File: config.mk
export PLATFORM = sky130hd
export DESIGN_NAME = dvfs_transition_sequencer
export DESIGN_NICKNAME = d
export VERILOG_FILES = /design/src/rtl/dvfs_pkg.sv /design/src/rtl/dvfs_settle_timer.sv /design/src/rtl/dvfs_transition_sequencer.sv
export SDC_FILE = /design/constraint.sdc
export NUM_CORES = 1
export LEC_CHECK = 0
export CORE_MARGIN = 10
export CORE_UTILIZATION = 46
export DETAILED_ROUTE_END_ITERATION = 8
export GPL_ROUTABILITY_DRIVEN = 0
export GPL_TIMING_DRIVEN = 0
export PLACE_DENSITY = 0.72
export SETUP_SLACK_MARGIN = 0.02
export SYNTH_ARGS = -nofsm -noshare
export SYNTH_HDL_FRONTEND = slang
export SYNTH_SLANG_ARGS = --single-unit
File: constraint.sdc
create_clock -name clk -period 3.2 [get_ports clk]
set_clock_uncertainty 0.15 [all_clocks]
set_input_delay 0.64 -clock clk [delete_from_list [all_inputs] [get_ports clk]]
set_output_delay 0.64 -clock clk [all_outputs]
set_load 0.01 [all_outputs]
File: src/rtl/dvfs_pkg.sv
// Shared types, code-width constants and request clamping for the DVFS transition sequencer.
package dvfs_pkg;

    localparam int CODE_W = 3;
    localparam logic [CODE_W-1:0] MAX_CODE = CODE_W'(6);

    typedef enum logic [2:0] {
        IDLE,
        V_SET,
        V_WAIT,
        F_SET,
        F_WAIT
    } dvfs_state_e;

    // Code 7 duplicates 6 in the characterization table, so MAX_CODE caps every target.
    function automatic logic [CODE_W-1:0] clamp_code(input logic [CODE_W-1:0] req,
                                                     input logic [CODE_W-1:0] ceil);
        logic [CODE_W-1:0] m;
        m = (req < ceil) ? req : ceil;
        return (m > MAX_CODE) ? MAX_CODE : m;
    endfunction

endpackage

File: src/rtl/dvfs_settle_timer.sv
// Shared settle down-counter; expired is high for the single cycle the count sits at 1.
module dvfs_settle_timer (
    input  logic       clk,
    input  logic       reset,
    input  logic       load,
    input  logic [7:0] value,
    output logic       expired
);

    logic [7:0] count;

    // NOTE: sequential state uses non-blocking assignments so every register samples pre-edge values.
    always_ff @(posedge clk) begin
        if (reset) begin
            count <= 8'd0;
        end else if (load) begin
            count <= (value == 8'd0) ? 8'd1 : value;
        end else if (count != 8'd0) begin
            count <= count - 8'd1;
        end
    end

    // The N-th counted cycle is the one spent at 1, so the owning WAIT state exits on that edge.
    assign expired = (count == 8'd1);

endmodule

File: src/rtl/dvfs_transition_sequencer.sv
// Orders voltage/frequency override steps for one tile: voltage leads on the way up,
// frequency leads on the way down, with a settle wait after each step and a thermal fallback to code 0.
module dvfs_transition_sequencer
    import dvfs_pkg::*;
(
    input  logic              clk,
    input  logic              reset,
    input  logic              req_valid,
    input  logic [CODE_W-1:0] req_code,
    output logic              req_ready,
    input  logic [CODE_W-1:0] max_code_cfg,
    input  logic [7:0]        settle_cycles_cfg,
    input  logic              thermal_trip,
    output logic              frequency_override_en,
    output logic [CODE_W-1:0] frequency_override,
    output logic              voltage_override_en,
    output logic [CODE_W-1:0] voltage_override,
    output logic [CODE_W-1:0] cur_code,
    output logic              busy,
    output logic              done_pulse,
    output logic              clamp_pulse
);

    dvfs_state_e       state;
    logic [CODE_W-1:0] tgt;
    logic              move_up;
    logic              trip_pending;
    logic              acc_same;
    logic              acc_clamp;
    logic [CODE_W-1:0] req_tgt;
    logic              timer_load;
    logic              expired;
    logic              final_done;

    assign req_tgt    = clamp_code(req_code, max_code_cfg);
    assign req_ready  = (state == IDLE) && !trip_pending && !thermal_trip;
    assign timer_load = (state == V_SET) || (state == F_SET);
    assign final_done = expired && (((state == V_WAIT) && !move_up) ||
                                    ((state == F_WAIT) &&  move_up));

    dvfs_settle_timer u_timer (
        .clk     (clk),
        .reset   (reset),
        .load    (timer_load),
        .value   (settle_cycles_cfg),
        .expired (expired)
    );

    always_ff @(posedge clk) begin
        if (reset) begin
            state                 <= IDLE;
            tgt                   <= '0;
            move_up               <= 1'b0;
            cur_code              <= '0;
            frequency_override    <= '0;
            voltage_override      <= '0;
            frequency_override_en <= 1'b0;
            voltage_override_en   <= 1'b0;
            busy                  <= 1'b0;
            done_pulse            <= 1'b0;
            clamp_pulse           <= 1'b0;
            trip_pending          <= 1'b0;
            acc_same              <= 1'b0;
            acc_clamp             <= 1'b0;
        end else begin
            // Accept-time flags surface one cycle later as the registered strobes.
            done_pulse  <= acc_same;
            clamp_pulse <= acc_clamp;
            acc_same    <= 1'b0;
            acc_clamp   <= 1'b0;

            if (thermal_trip && (state != IDLE)) begin
                trip_pending <= 1'b1;
            end

            case (state)
                IDLE: begin
                    if (thermal_trip) begin
                        if (cur_code != '0) begin
                            tgt     <= '0;
                            move_up <= 1'b0;
                            state   <= F_SET;
                        end
                    end else if (req_valid && req_ready) begin
                        acc_clamp <= (req_tgt != req_code);
                        if (req_tgt == cur_code) begin
                            acc_same <= 1'b1;
                        end else begin
                            tgt     <= req_tgt;
                            move_up <= (req_tgt > cur_code);
                            state   <= (req_tgt > cur_code) ? V_SET : F_SET;
                        end
                    end
                end
                V_SET: begin
                    voltage_override      <= tgt;
                    voltage_override_en   <= 1'b1;
                    frequency_override_en <= 1'b1;
                    busy                  <= 1'b1;
                    state                 <= V_WAIT;
                end
                F_SET: begin
                    frequency_override    <= tgt;
                    voltage_override_en   <= 1'b1;
                    frequency_override_en <= 1'b1;
                    busy                  <= 1'b1;
                    state                 <= F_WAIT;
                end
                V_WAIT: if (expired && move_up)  state <= F_SET;
                F_WAIT: if (expired && !move_up) state <= V_SET;
                default: state <= IDLE;
            endcase

            // A trip seen during the move is honoured only once the move has landed safely.
            if (final_done) begin
                cur_code     <= tgt;
                done_pulse   <= 1'b1;
                trip_pending <= 1'b0;
                if ((trip_pending || thermal_trip) && (tgt != '0)) begin
                    tgt     <= '0;
                    move_up <= 1'b0;
                    state   <= F_SET;
                end else begin
                    state <= IDLE;
                    busy  <= 1'b0;
                end
            end
        end
    end

endmodule

# Word-level counts from Yosys, hierarchy flattened
# Index checks and enable logic that the tools add are counted.
# word_totals
register_bits,31
in_bits,18
output_inout_bits,15
word_cells,93
# classes
add_sub_neg,1
magnitude_cmp,3
eq_ne,12
mux,34
n_bitwise,2
reduce_logical,27
# ops
op,count
3-bit 2-to-1 mux,16
8-bit 2-to-1 mux,3
3-bit case mux with 5 select lines,1
1-bit 2-to-1 mux,12
1-bit logical AND,10
3-bit nonzero test,3
8-bit by 1-bit equality test with 1-bit output (second input constant),1
8-bit zero test,1
4-bit by 3-bit inequality test with 1-bit output (second input constant),2
8-bit nonzero test,1
8-bit by 1-bit subtractor with 8-bit output (second input constant),1
3-bit by 2-bit equality test with 1-bit output (second input constant),2
3-bit by 2-bit inequality test with 1-bit output (second input constant),2
5-bit AND reduction,1
2-bit 2-to-1 mux,2
4-bit inequality test (second input constant),1
2-bit OR reduction,2
4-bit OR reduction,1
3-bit by 1-bit equality test with 1-bit output (second input constant),1
3-bit equality test,1
3-bit equality test (second input constant),1
3-bit greater-than comparator,1
3-bit greater-than comparator (second input constant),1
1-bit zero test,3
6 further kinds,9

# Longest topological paths before layout
# depth
depth_word,11
ltp_mapped,12
depth_no_buf,12

# Hierarchy
# A second synthesis with hierarchy kept.
# unflattened
cells_unflattened,196
area_unflattened_um2,1712.9
# by_module_without_submodules
module,instances,cells_per_inst,area_per_inst_um2,seq_area_each_um2
dvfs_transition_sequencer,1,139,1216.2,460.4
dvfs_settle_timer,1,57,496.7,160.2

# Least setup slack after synthesis
# OpenSTA, ideal clock, no wires.
# synth_path
path_kind,input -> register
startpoint,input port max_code_cfg[2]
endpoint,register state[1]
setup_time_ns,0.132
arrival_ns,3.002
t_required_ns,2.918
setup_slack_ns,-0.084
path_stages,12
path_buffers,0
cell_sequence,inv_1 ha_1 nand2_1 o21ai_1 mux2_2 a21o_1 ha_1 a31oi_1 nand4_2 a32o_1 a311oi_1 nor3_1
# synth_between
elab_chain_cells,11
elab_cells_between_ends,14
classes_between,order compare (3); eq/ne (2); mux (8); reduce/logical (1)
# synth_lines
element,line_no,source
"start, declared",dvfs_transition_sequencer.sv:11,"input logic [CODE_W-1:0] max_code_cfg,"
3-bit less-than comparator,dvfs_pkg.sv:19,m = (req < ceil) ? req : ceil;
3-bit 2-to-1 mux *,dvfs_pkg.sv:19,
3-bit greater-than comparator,dvfs_pkg.sv:20,return (m > MAX_CODE) ? MAX_CODE : m;
3-bit 2-to-1 mux *,dvfs_pkg.sv:20,
3-bit greater-than comparator,dvfs_transition_sequencer.sv:91,state <= (req_tgt > cur_code) ? V_SET : F_SET;
2-bit 2-to-1 mux,dvfs_transition_sequencer.sv:91,
3-bit 2-to-1 mux,dvfs_transition_sequencer.sv:86,if (req_tgt == cur_code) begin
3-bit 2-to-1 mux,dvfs_transition_sequencer.sv:84,end else if (req_valid && req_ready) begin
3-bit 2-to-1 mux,dvfs_transition_sequencer.sv:78,if (thermal_trip) begin
3-bit case mux with 5 select lines,dvfs_transition_sequencer.sv:76,case (state)
3-bit 2-to-1 mux,dvfs_transition_sequencer.sv:115,if (final_done) begin
"end signal, assigned",dvfs_transition_sequencer.sv:91,
"end, declared",dvfs_transition_sequencer.sv:24,dvfs_state_e state;
# Every way passes the cells marked *; elsewhere a longest branch is shown, timed or not. The select of a mux whose other input is x is not followed.
# A chain may end at the register's enable or synchronous reset.

# Worst setup path after layout
# layout_path
startpoint,input port req_code[0]
endpoint,register state[1]
# layout_between
elab_chain_cells,11
elab_cells_between_ends,14
classes_between,order compare (3); eq/ne (2); mux (8); reduce/logical (1)
# layout_lines
element,line_no,source
"start, declared",dvfs_transition_sequencer.sv:9,"input logic [CODE_W-1:0] req_code,"
3-bit less-than comparator,dvfs_pkg.sv:19,
3-bit 2-to-1 mux *,dvfs_pkg.sv:19,
3-bit greater-than comparator,dvfs_pkg.sv:20,
3-bit 2-to-1 mux *,dvfs_pkg.sv:20,
3-bit greater-than comparator,dvfs_transition_sequencer.sv:91,
2-bit 2-to-1 mux,dvfs_transition_sequencer.sv:91,
3-bit 2-to-1 mux,dvfs_transition_sequencer.sv:86,
3-bit 2-to-1 mux,dvfs_transition_sequencer.sv:84,
3-bit 2-to-1 mux,dvfs_transition_sequencer.sv:78,
3-bit case mux with 5 select lines,dvfs_transition_sequencer.sv:76,
3-bit 2-to-1 mux,dvfs_transition_sequencer.sv:115,
# Marked as above.

==> results.sh <==
export IMPL_status="finished, final reports clean"
export IMPL_cts_buffer_depth=2
export IMPL_seq_area_frac_synth_pct=37.83
export IMPL_syn_to_final_growth_pct=30.97
export IMPL_clock_power_share_pct=20.0
export IMPL_detail_route_iter0_violations=69
export IMPL_cp_arrival_ns=3.19
export IMPL_start_kind="input pin"
export IMPL_finalInstanceArea_um2=2148
export IMPL_grt_setup_unrepaired="false"
export IMPL_endpoint_kind="flop"
export IMPL_die_h_um=79.72
export IMPL_dieWidth_um=79.72
export IMPL_finalNetCount=263
export IMPL_ys_ff_latch=31
export IMPL_row_count=21
export IMPL_cts_sinks=31
export IMPL_synth_edf_count=0
export IMPL_overflow=0
export IMPL_critPathKind="input pin to flop"
export IMPL_tightest_slew_ns=0.5346
export IMPL_switching_power_mw=0.5770
export IMPL_slowest_stage="clkdlybuf4s50_1"
export IMPL_clock_fmax_mhz=319.1
export IMPL_switching_share_pct=37.83
export IMPL_async_flop_share_pct=0
export IMPL_cts_made_buffers=5
export IMPL_die_area_um2=6354
export IMPL_power_leakage_nw=0.8116
export IMPL_place_area_um2=2027
export IMPL_powerDensity_nw_per_um2=710.1
export IMPL_crit_chain="clkdlybuf4s50_1 > nor2b_1 > o21ai_2 > mux2_4 > buf_4 > ha_1 > a31oi_1 > nand4_2 > a32o_2 > a311oi_2 > nor3_1"
export IMPL_vias=1504
export IMPL_hp_class="flop to flop"
export IMPL_ir_drop_mv=0.3311
export IMPL_via_per_inst=5.314
export IMPL_final_common_cell="dfxtp_1"
export IMPL_clockRootBuffer="clkbuf_4"
export IMPL_cp_slowest_stage_delay_ns=0.54
export IMPL_p_seq_share_pct=34.4
export IMPL_p_comb_share_pct=45.5
export IMPL_worstPathRequired_ns=3.25
export IMPL_drive_gt1_share_pct=12.66
export IMPL_ios=33
export IMPL_fin_setup_tns_ns=0
export IMPL_cts_tree="built"
export IMPL_synth_net_count=221
export IMPL_wl_per_cell_um=14.10
export IMPL_start_util_pct=48.39
export IMPL_cts_hold_buf=0
export IMPL_internal_power_mw=0.9484
export IMPL_layout_common_cells="dfxtp_1 (31), clkdlybuf4s50_1 (28), a21oi_1 (22)"
export IMPL_yosys_most_used_dff="dfxtp_1"
export IMPL_grt_pass1_vias=1524
export IMPL_htreeDepth=2
export IMPL_hold_viol_final=0
export IMPL_diodes=0
export IMPL_place_port_buffers=32
export IMPL_max_slew_margin_pct=64.36
export IMPL_synth_distinct_cells=41
export IMPL_insertion_delay_ns=0.34
export IMPL_yosys_warnings=0
export IMPL_grt_start_max_net_pins=12
export IMPL_maxCapViolations=0
export IMPL_grt_usage_pct=13.58
export IMPL_period_minus_slack_ns=3.134
export IMPL_path_max_fanout=4
export IMPL_wl_um=3990
export IMPL_clkTransAtPathRegs_ns=0.10
export IMPL_fin_crit_sh_pct=97.94
export IMPL_final_antenna_net_count=0
export IMPL_rrSetupSlack_ns=1.15
export IMPL_synth_cells=194
export IMPL_antenna_found_initial=0
export IMPL_hpwlAfterDp_um=2942
export IMPL_drv_slew=0
export IMPL_drtPass1Iterations=4
export IMPL_grt_pass1_wl_um=7003
export IMPL_syn_avg_cell_area_um2=8.455
export IMPL_drc=0
export IMPL_coreArea_um2=3390
export IMPL_setup_viol=0
export IMPL_syn_cell_area_um2=1640
[layout make-up]
cell class              count  area, µm²
inverters                   8      30.03
flip-flops and latches     31      620.6
plain buffers               9      50.05
fillers                   307       1241
repair buffers             35      334.1
multi-input cells         146      974.7
clock buffers               5      37.54
well taps                  46      57.56
clock inverters             3      43.79
[flip-flops by register name, summed over array words and instances, names as in the netlist]
register,cells
u_timer.count,8
cur_code,3
frequency_override,3
state,3
tgt,3
voltage_override,3
acc_clamp,1
acc_same,1
busy,1
clamp_pulse,1
done_pulse,1
move_up,1
trip_pending,1
voltage_override_en,1
[worst paths after layout]
check / startpoint / end / cells after the start
max: req_code[0] / state[1]$_SDFFE_PP0P_ / 11
min: acc_same$_SDFF_PP0_ / done_pulse$_SDFF_PP0_ / 1
max reg2reg: cur_code[2]$_SDFFE_PP0P_ / state[1]$_SDFFE_PP0P_ / 7
min reg2reg: acc_same$_SDFF_PP0_ / done_pulse$_SDFF_PP0_ / 1
[worst max-delay path, delay by kind of cell]
kind                       cells  cell delay [ns]
AOI/OAI and AO/OA              4             0.96
adders and majority gates      1             0.30
buffers and inverters          2             0.69
muxes                          1             0.32
and+or+nand+nor                3             0.29
[kinds of logic after synthesis]
kind of cell | count (synthesis) | synth area share, %
AO/OA/AOI/OAI | 51 | 19.60
XOR/XNOR | 6 | 3.204
adder cells (fa/ha/maj) | 9 | 6.865
buffers and inverters | 17 | 4.881
flip-flops | 31 | 37.83
multiplexers | 6 | 3.738
AND/OR/NAND/NOR | 74 | 23.88
[Yosys cell counts (all sizes together), types with 2 or more instances]
cell,instances,area (µm²)
xnor2,5,43.79
nand2,20,75.07
mux2i,5,50.05
nor3,10,61.31
nand3,10,50.05
a21oi,23,115.1
inv,8,30.03
clkbuf,5,18.77
o31ai,2,15.01
o21ai,7,35.03
nor2,19,71.32
buf,4,31.27
dfxtp,31,620.6
a211oi,9,67.56
nor2b,5,31.28
nor4,3,33.78
ha,9,112.6
[per-layer routing]
metal | GRT usage [%] | vias to the layer above | wire [µm]
li1 | - | 783 | -
met5 | 0 | - | 0
met2 | 20.71 | 19 | 1899
met1 | 16.80 | 698 | 1850
met3 | 5.068 | 4 | 185
met4 | 5.376 | 0 | 55
[timing repair]
| action | 4_1_cts | 5_1_grt |
|---|---|---|
| endpoints found under the hold margin | 0 | 0 |
| resized for setup | 8 | 3 |
| gates cloned | 0 | 0 |
| pin swaps | 4 | 2 |
| setup buffers | 3 | 0 |
| setup endpoints to repair | 4 | 1 |
[metrics by stage]
step                cells  setup WS (ns)  hold slack [ns]  power, mW  utilization [%]
finish                283        0.06586           0.2957      1.525            63.38
global route          283        0.02387           0.3201      1.652            63.38
CTS                   283        0.06903           0.2986      1.529            63.38
detailed placement    272        -0.7523           0.2764      1.208            59.80
global placement      272        -0.7179           0.2747      1.203            59.80
floorplan             194        0.02118           0.2638      1.033                -
[power by group through the flow]
stage | Combinational, mW | Clock, mW | Sequential [mW]
floorplan | 0.508 | 0 | 0.526
global placement | 0.672 | 0 | 0.531
detailed placement | 0.676 | 0 | 0.532
CTS | 0.693 | 0.311 | 0.525
global route | 0.782 | 0.333 | 0.537
finish | 0.694 | 0.306 | 0.525
Note: power is estimated with default switching activity, not from simulation.
